**src/rtl/instr_fetch_unit_pkg.sv**
```systemverilog
// Shared definitions for the instruction fetch unit and its neighbours:
// the fetch state encoding, default widths and the opcodes used by benches.
package instr_fetch_unit_pkg;

    localparam int IFU_PC_W    = 8;
    localparam int IFU_INSTR_W = 32;

    typedef enum logic [2:0] {
        S_IDLE  = 3'd0,
        S_FETCH = 3'd1,
        S_WAIT  = 3'd2,
        S_ISSUE = 3'd3,
        S_HALT  = 3'd4
    } ifu_state_t;

    localparam logic [7:0] OP_NOP = 8'h00;
    localparam logic [7:0] OP_LD  = 8'h01;
    localparam logic [7:0] OP_OP2 = 8'h02;

endpackage

```
**src/rtl/instr_fetch_unit_sat_counter.sv**
```systemverilog
// Saturating up-counter with synchronous clear; sticks at all-ones.
module sat_counter #(
    parameter int CNT_W = 16
) (
    input  logic             clk,
    input  logic             rst_n,
    input  logic             clr,
    input  logic             inc,
    output logic [CNT_W-1:0] count
);

    logic [CNT_W-1:0] r_count;

    function automatic logic [CNT_W-1:0] sat_inc(input logic [CNT_W-1:0] v);
        if (&v) begin
            return v;
        end
        return v + {{(CNT_W-1){1'b0}}, 1'b1};
    endfunction

    // Count events; clear wins over increment.
    always_ff @(posedge clk) begin
        if (!rst_n) begin
            r_count <= '0;
        end else if (clr) begin
            r_count <= '0;
        end else if (inc) begin
            r_count <= sat_inc(r_count);
        end
    end

    assign count = r_count;

endmodule

```
**src/rtl/instr_fetch_unit.sv**
```systemverilog
// Instruction fetch unit: owns the PC, reads one word per instruction from
// a 1-cycle-latency memory, presents it to the decoder and advances by the
// decoder's step. A zero step is an illegal opcode and parks the unit in HALT.
module instr_fetch_unit
    import instr_fetch_unit_pkg::*;
#(
    parameter int PC_W    = IFU_PC_W,
    parameter int INSTR_W = IFU_INSTR_W,
    parameter int CNT_W   = 16
) (
    input  logic               clk,
    input  logic               rst_n,
    input  logic               start,
    input  logic [PC_W-1:0]    base_pc,
    input  logic               abort,
    input  logic               stall,
    output logic               imem_rd_en,
    output logic [PC_W-1:0]    imem_addr,
    input  logic [INSTR_W-1:0] imem_rdata,
    output logic [INSTR_W-1:0] instr,
    output logic               instr_valid,
    input  logic [PC_W-1:0]    dec_next_pc,
    output logic [PC_W-1:0]    pc,
    output logic               busy,
    output logic               halted,
    output logic               fault,
    output logic               wrapped,
    output logic [CNT_W-1:0]   retired
);

    ifu_state_t         r_state;
    ifu_state_t         w_state_next;
    logic [PC_W-1:0]    r_pc;
    logic [INSTR_W-1:0] r_instr;
    logic               r_fault;
    logic               r_wrapped;

    logic [PC_W:0]      w_pc_sum;
    logic               w_start_ok;
    logic               w_issue_go;
    logic               w_retire;
    logic               w_fault_hit;
    logic               w_capture;

    // Extra bit on the sum carries the wrap indication.
    assign w_pc_sum    = {1'b0, r_pc} + {1'b0, dec_next_pc};

    // abort always masks start, including in IDLE.
    assign w_start_ok  = start && !abort && ((r_state == S_IDLE) || (r_state == S_HALT));
    assign w_issue_go  = (r_state == S_ISSUE) && !abort && !stall;
    assign w_retire    = w_issue_go && (dec_next_pc != '0);
    assign w_fault_hit = w_issue_go && (dec_next_pc == '0);
    assign w_capture   = (r_state == S_WAIT) && !abort;

    // Next-state selection; abort overrides everything else.
    always_comb begin
        w_state_next = r_state;
        if (abort) begin
            w_state_next = S_IDLE;
        end else begin
            case (r_state)
                S_IDLE, S_HALT: begin
                    if (start) begin
                        w_state_next = S_FETCH;
                    end
                end
                S_FETCH: w_state_next = S_WAIT;
                S_WAIT:  w_state_next = S_ISSUE;
                S_ISSUE: begin
                    if (!stall) begin
                        w_state_next = (dec_next_pc == '0) ? S_HALT : S_FETCH;
                    end
                end
                default: w_state_next = S_IDLE;
            endcase
        end
    end

    // State, PC, captured instruction and sticky flags.
    always_ff @(posedge clk) begin
        if (!rst_n) begin
            r_state   <= S_IDLE;
            r_pc      <= '0;
            r_instr   <= '0;
            r_fault   <= 1'b0;
            r_wrapped <= 1'b0;
        end else begin
            r_state <= w_state_next;
            if (w_start_ok) begin
                r_pc      <= base_pc;
                r_fault   <= 1'b0;
                r_wrapped <= 1'b0;
            end
            if (w_retire) begin
                r_pc <= w_pc_sum[PC_W-1:0];
                if (w_pc_sum[PC_W]) begin
                    r_wrapped <= 1'b1;
                end
            end
            if (w_fault_hit) begin
                r_fault <= 1'b1;
            end
            if (w_capture) begin
                r_instr <= imem_rdata;
            end
        end
    end

    sat_counter #(
        .CNT_W (CNT_W)
    ) u_retired (
        .clk   (clk),
        .rst_n (rst_n),
        .clr   (w_start_ok),
        .inc   (w_retire),
        .count (retired)
    );

    assign imem_rd_en  = (r_state == S_FETCH);
    assign imem_addr   = r_pc;
    assign instr       = r_instr;
    assign instr_valid = (r_state == S_ISSUE);
    assign pc          = r_pc;
    assign busy        = (r_state == S_FETCH) || (r_state == S_WAIT) || (r_state == S_ISSUE);
    assign halted      = (r_state == S_HALT);
    assign fault       = r_fault;
    assign wrapped     = r_wrapped;

endmodule

```
**config.mk**
```make
export PLATFORM = sky130hd
export DESIGN_NAME = instr_fetch_unit
export DESIGN_NICKNAME = d
export VERILOG_FILES = /design/src/rtl/instr_fetch_unit_pkg.sv /design/src/rtl/instr_fetch_unit_sat_counter.sv /design/src/rtl/instr_fetch_unit.sv
export SDC_FILE = /design/constraint.sdc
export NUM_CORES = 1
export LEC_CHECK = 0
export CAP_MARGIN = 20
export CORE_AREA = 4 4 79 96
export CTS_BUF_LIST = sky130_fd_sc_hd__clkbuf_4 sky130_fd_sc_hd__clkbuf_8 sky130_fd_sc_hd__clkbuf_16
export CTS_CLUSTER_DIAMETER = 200
export DETAILED_ROUTE_END_ITERATION = 7
export DIE_AREA = 0 0 83 100
export PLACE_DENSITY = 0.86
export SETUP_SLACK_MARGIN = 0.3
export SYNTH_ARGS = -nofsm -noshare
export SYNTH_HDL_FRONTEND = slang
export SYNTH_HIERARCHICAL = 1
export SYNTH_SLANG_ARGS = --single-unit
```
**constraint.sdc**
```tcl
create_clock -name clk -period 5.8 [get_ports clk]
set_clock_uncertainty 0.2 [all_clocks]
set_input_delay 1.16 -clock clk [delete_from_list [all_inputs] [get_ports clk]]
set_output_delay 1.16 -clock clk [all_outputs]
set_load 0.01 [all_outputs]
```
**Word-level counts from Yosys, hierarchy flattened**

Cells that the tools add are included.

- Add/sub/neg operators: 2
- Multiply operators: 0
- Div/mod/pow operators: 0
- Magnitude comparators: 0
- Equal/unequal tests: 7
- Shift operators: 0
- Muxes and demuxes: 16
- Bitwise gates (word level): 1
- Reductions and logical operators: 23

Operator list:

| kind | count |
|---|---|
| $add A16 B1 Y16 const B | 1 |
| $mux W16 | 1 |
| $mux W8 | 2 |
| $reduce_and A16 Y1 | 1 |
| $pmux W3 S4 | 1 |
| $add A8 B8 Y9 | 1 |
| $mux W1 | 9 |
| $mux W3 | 3 |
| $logic_not A8 Y1 | 1 |
| $reduce_bool A8 Y1 | 1 |
| $logic_and A1 B1 Y1 | 7 |
| $eq A3 B2 Y1 const B | 2 |
| $ne A2 B2 Y1 const B | 3 |
| $reduce_or A2 Y1 | 3 |
| $reduce_and A2 Y1 | 2 |
| $reduce_bool A2 Y1 | 2 |
| $eq A3 B1 Y1 const B | 1 |
| $eq A3 B3 Y1 const B | 1 |
| $logic_not A3 Y1 | 1 |
| $logic_or A1 B1 Y1 | 3 |
| $logic_not A1 Y1 | 2 |
| $not A1 Y1 | 1 |

- Register bits: 61
- Latch bits: 0
- Memory bits (writable): 0
- ROM bits: 0
- Input bits: 53
- Logic and storage cells: 55
- Memories: 0

**Longest topological paths before layout**

- Word-level depth: 9
- Depth in mapped cells: 9

**Cells and area by module**

The synthesis kept the hierarchy.

By module, submodules not included:

| module | times used | cells an instance | area an instance (µm²) | seq. area each (µm²) |
|---|---|---|---|---|
| instr_fetch_unit | 1 | 267 | 2195.9 | 900.9 |
| sat_counter | 1 | 96 | 840.8 | 320.3 |

**Worst setup path after synthesis**

OpenSTA, ideal clock, no wires.

- Kind: input port to flip-flop
- Start: input port stall
- End: register u_retired.r_count[9], in the netlist u_retired/count[9]
- Arrival time: 2.764 ns
- Data required time: 5.530 ns
- Slack: 2.766 ns
- Stages: 9
- Path buffers: 1
- Cells stage by stage: nand2b_1 > nor3_2 > nand2_2 > inv_2 > buf_6 > nand2_1 > or3_4 > or4_1 > a21oi_1

- Cells in the longest elaborated chain, start to end: 4

Ends and longest elaborated chain:

| what | line | source |
|---|---|---|
| start: declaration | instr_fetch_unit.sv:16 | `input logic stall,` |
| $logic_not A1 Y1 | n/a |  |
| $logic_and A1 B1 Y1 | instr_fetch_unit.sv:50 | `assign w_issue_go = (r_state == S_ISSUE) && !abort && !stall;` |
| $logic_and A1 B1 Y1 | instr_fetch_unit.sv:51 | `assign w_retire = w_issue_go && (dec_next_pc != '0);` |
| via w_retire | instr_fetch_unit.sv:41 | `logic w_retire;` |
| $reduce_and A2 Y1 (no line) | n/a |  |
| end signal: assignment | instr_fetch_unit_sat_counter.sv:28 | `r_count <= sat_inc(r_count);` |
| end: declaration | instr_fetch_unit_sat_counter.sv:12 | `logic [CNT_W-1:0] r_count;` |

The timed path passes the listed nets, and every way through them passes these cells.
A chain may end at the register's enable or synchronous reset.

**Worst setup path in the final report**

- Start: input port abort
- End: register u_retired.r_count[15], in the netlist u_retired/count[15]

- Cells in the longest elaborated chain, start to end: 5
- Elaborated cells between the ends (all ways): 8
- Those cells by class: 8 x reduce/logical

Ends and longest elaborated chain:

| what | line | source |
|---|---|---|
| start: declaration | instr_fetch_unit.sv:15 | `input logic abort,` |
| $logic_not A1 Y1 * | instr_fetch_unit.sv:49, instr_fetch_unit.sv:50 |  |
| $logic_and A1 B1 Y1 (2 in a row) | instr_fetch_unit.sv:50 |  |
| $logic_and A1 B1 Y1 | instr_fetch_unit.sv:51 |  |
| $reduce_and A2 Y1 (no line) | n/a |  |

Every way passes the cells marked *; elsewhere a longest branch is shown, timed or not.

==> flow_summary_export.csv <==
group,metric,value,unit
status,run_status,"finished, final reports clean",
detailed_routing,detailedRoute.firstIterationViolations,121,
yosys,yosysWarnings,6,
global_route,grt_antenna_before_repair,0,
floorplanning,core_area,6690,um2
setup_path,nature_of_the_critical_path_startpoint,"input port",
clocking,cts_resized,0,
cells_and_area,antenna-diode-count,0,
yosys,synthesis.area,3040,um2
setup_path,cp_cell_sequence,"clkdlybuf4s50_1 > nor3_2 > nand2_2 > inv_2 > nand2_1 > nor4_1 > nand4_1 > mux2_2",
floorplanning,i_o_pin_total,123,
global_route,gr-usage-all-layers,0.199,
sta,layout_setup_ws,2440,ps
sta,total_setup_violations_reported_at_the_end_of_the_flow,0,
global_route,grt_first_pass_wirelength,13500,um
power_and_ir_drop,power_frac_seq,0.478,
placement,finalWeightedCongestion,0.849,
detailed_routing,remaining_drc_errors,0,
detailed_routing,drt.antenna.violating_nets,0,
yosys,synth_flop_cell,"sky130_fd_sc_hd__dfxtp_1",
placement,io_buffers,122,
sta,timing_max_transition_violations_final,0,
cells_and_area,area.growth.synth_to_final,46.9,%
job,max_cap_violations,0,
global_route,first_global_vias,2876,
sta,post-route-period-util,0.579,
global_route,grt_start_max_net_pins,41,
detailed_routing,avgRoutedWirePerCell,14.6,um
detailed_routing,route.final.wire_length,8240,um
clocking,worst_setup_hold_path_clk_slew,60,ps
clocking,clock_sinks,61,
floorplanning,width_of_the_die,83,um
cells_and_area,nFillCells,555,
cells_and_area,design.final.nets,538,
setup_path,crit_required,5820,ps
clocking,ctsHoldBuffers,0,
clocking,tritoncts,"done",
yosys,synth-seq-cells,61,
sta,hold_viol_final,0,
yosys,seq_area_frac_synth,0.402,
setup_path,timing.critical_path.slowest_stage_cell,"sky130_fd_sc_hd__clkdlybuf4s50_1",
power_and_ir_drop,internal_power,0.000691,W
setup_path,timing.setup.critical_path_class,"input port to flip-flop",
yosys,edff_count_synth,0,
detailed_routing,post_drt_via_cell_ratio,5.20,
floorplanning,placement_rows,33,
yosys,synth.top_cell.area_share,0.402,
power_and_ir_drop,netSwitchingFraction,0.233,
yosys,dominant_cells_by_area_after_synthesis,"sky130_fd_sc_hd__dfxtp_1, sky130_fd_sc_hd__nand2_1, sky130_fd_sc_hd__a21boi_1",
yosys,synth_most_common_cell,"sky130_fd_sc_hd__nand2_1",
yosys,cell_taking_the_most_area_after_synthesis,"sky130_fd_sc_hd__dfxtp_1",
sta,rsz0062_at_grt,"no",
sta,maxClockFrequency,0.298,GHz
floorplanning,die_height,100,um
yosys,synthesis.nets,426,
setup_path,worstPathBufferInverterCount,2,
cells_and_area,layout-drive-gt1-share,0.0772,
clocking,clock_tree.root_cell,"sky130_fd_sc_hd__clkbuf_8",
min_path,holdCritPathClass,"flip-flop to flip-flop",
clocking,worstSkewPairLatency,330,ps
cells_and_area,summed_area_of_non_filler_cells_in_the_final_layout,4460,um2
power_and_ir_drop,pwr_density_cell,202,nW/um2
detailed_routing,drtPass1Iterations,4,
yosys,synth_cell_type_count,60,
yosys,synth.cells.most_frequent,"sky130_fd_sc_hd__nand2_1, sky130_fd_sc_hd__dfxtp_1, sky130_fd_sc_hd__a21boi_1",
setup_path,cp_slowest_stage_delay,550,ps
setup_path,kind_of_end_point_of_the_critical_path,"flip-flop",
clocking,cts_made_buffers,9,
yosys,synthesized_area_per_cell,8.37,um2
detailed_routing,vias,2945,
sta,period_minus_slack,3360,ps
sta,hold_ws,249,ps
sta,tns,0,ps
placement,dp_hpwl,6090,um
sta,maxSlewHeadroom,0.284,
power_and_ir_drop,power_switching,0.000210,W
floorplanning,die_area,8300,um2
power_and_ir_drop,ir_worst_vdd,0.130,mV
floorplanning,initial_utilization,0.454,
clocking,post_cts_setup_buffer_count,0,
sta,worstMarginPinSlew,1070,ps
clocking,cts_max_path_buffers,2,
yosys,syn-instance-count,363,
power_and_ir_drop,p_leak,1.56,nW
placement,detailed_place.area,4250,um2
power_and_ir_drop,part_of_the_total_power_dissipated_in_combinational_logic,0.133,
power_and_ir_drop,clkPwrFrac,0.389,
yosys,synth-async-reset-ratio,0,
setup_path,critPathArrivalTime,3380,ps
clocking,htree_levels,3,
cells_and_area,post-route-util,0.667,
global_route,gr-total-overflow,0,
placement,setup_slack_placement,2120,ps
setup_path,cpLargestDelayFamily,"simple AND/OR/NAND/NOR gates",
setup_path,timing.critical_path.fanout_max,13,
## layout make-up
type	instances	area [um2]	area share
clock buffer	14	180	0.0404
clock inverter	1	5.00	0.00112
inverter	13	48.8	0.0109
multi-input combinational	266	1640	0.368
sequential	61	1220	0.274
tap	87	109	0.0244
timing repair buffer	124	1260	0.282
## power groups by stage
stage / clock (W) / combinational [W] / sequential, W
6_report: 0.000350 / 0.000120 / 0.000431
5_1_grt: 0.000379 / 0.000130 / 0.000431
4_1_cts: 0.000362 / 0.000119 / 0.000430
3_5_place_dp: 0 / 0.000118 / 0.000440
3_3_place_gp: 0 / 0.000116 / 0.000440
2_1_floorplan: 0 / 0.0000540 / 0.000441
## worst paths after layout
kind | to | cells after the start | slack (ps) | startpoint
setup reg to reg | u_retired/count[15]$_SDFFE_PP0P_ | 8 | 3250 | r_state[0]$_SDFFE_PP0P_
hold / removal | instr[23]$_SDFFE_PN0P_ | 2 | 250 | instr[23]$_SDFFE_PN0P_
setup / recovery | u_retired/count[15]$_SDFFE_PP0P_ | 8 | 2440 | abort
hold reg to reg | instr[23]$_SDFFE_PN0P_ | 2 | 250 | instr[23]$_SDFFE_PN0P_
## logic make-up (layout without fill, tap and decap cells)
logic type	count (synthesis)	count (layout)	synth area share
compound gates	89	89	0.209
xor+xnor	5	5	0.0144
fa+ha+maj	10	10	0.0437
buf+inv	36	152	0.0597
flops	61	61	0.402
mux	4	4	0.0140
simple gates	158	158	0.257
## registers in the layout, indices dropped and copies added (netlist names)
signal,flops
r_state,3
wrapped,1
imem_addr,8
fault,1
u_retired/count,16
instr,32
## per-stage QoR
step / total power, W / instances
2_1_floorplan: 0.000495 / 363
3_3_place_gp: 0.000555 / 550
3_5_place_dp: 0.000558 / 550
4_1_cts: 0.000912 / 565
5_1_grt: 0.000940 / 566
6_report: 0.000901 / 566
## layer usage
layer / up-vias / global-route usage / part of all wire
met4: 0 / 0.0981 / 0.025
met5: - / 0 / 0
met3: 18 / 0.0353 / 0.045
met1: 1346 / 0.220 / 0.39
li1: 1496 / - / -
met2: 85 / 0.365 / 0.54
## cells in the final DEF (no fill, tap or decap), types with 3 or more instances in the layout
| cell | synthesis | final |
|---|---|---|
| sky130_fd_sc_hd__nor4_1 | 7 | 7 |
| sky130_fd_sc_hd__a21boi_1 | 32 | 32 |
| sky130_fd_sc_hd__and2_1 | 3 | 3 |
| sky130_fd_sc_hd__nand2_1 | 88 | 88 |
| sky130_fd_sc_hd__a21oi_1 | 20 | 20 |
| sky130_fd_sc_hd__nand3b_1 | 3 | 3 |
| sky130_fd_sc_hd__nand4_1 | 4 | 4 |
| sky130_fd_sc_hd__o31ai_1 | 4 | 4 |
| sky130_fd_sc_hd__nor2_1 | 12 | 12 |
| sky130_fd_sc_hd__nand2b_1 | 5 | 5 |
| sky130_fd_sc_hd__ha_1 | 9 | 9 |
| sky130_fd_sc_hd__clkdlybuf4s50_1 | 0 | 122 |
| sky130_fd_sc_hd__xor2_1 | 4 | 4 |
| sky130_fd_sc_hd__dfxtp_1 | 61 | 61 |
| sky130_fd_sc_hd__nor3_1 | 5 | 5 |
| sky130_fd_sc_hd__or4_1 | 4 | 4 |
| sky130_fd_sc_hd__inv_1 | 11 | 11 |
| sky130_fd_sc_hd__clkbuf_8 | 0 | 12 |
| sky130_fd_sc_hd__a211oi_1 | 3 | 3 |
| sky130_fd_sc_hd__o21ai_0 | 8 | 8 |
| sky130_fd_sc_hd__nand3_1 | 7 | 7 |
| sky130_fd_sc_hd__or3_1 | 4 | 4 |
## worst reg2reg max path, delay by kind of cell, from the launching register on
family / cells / cell delay, ps
AND/OR/NAND/NOR: 6 / 1240
flip-flops: 1 / 490
multiplexers: 1 / 290
buffers and inverters: 1 / 230
Note: power is estimated with default switching activity, not from simulation.
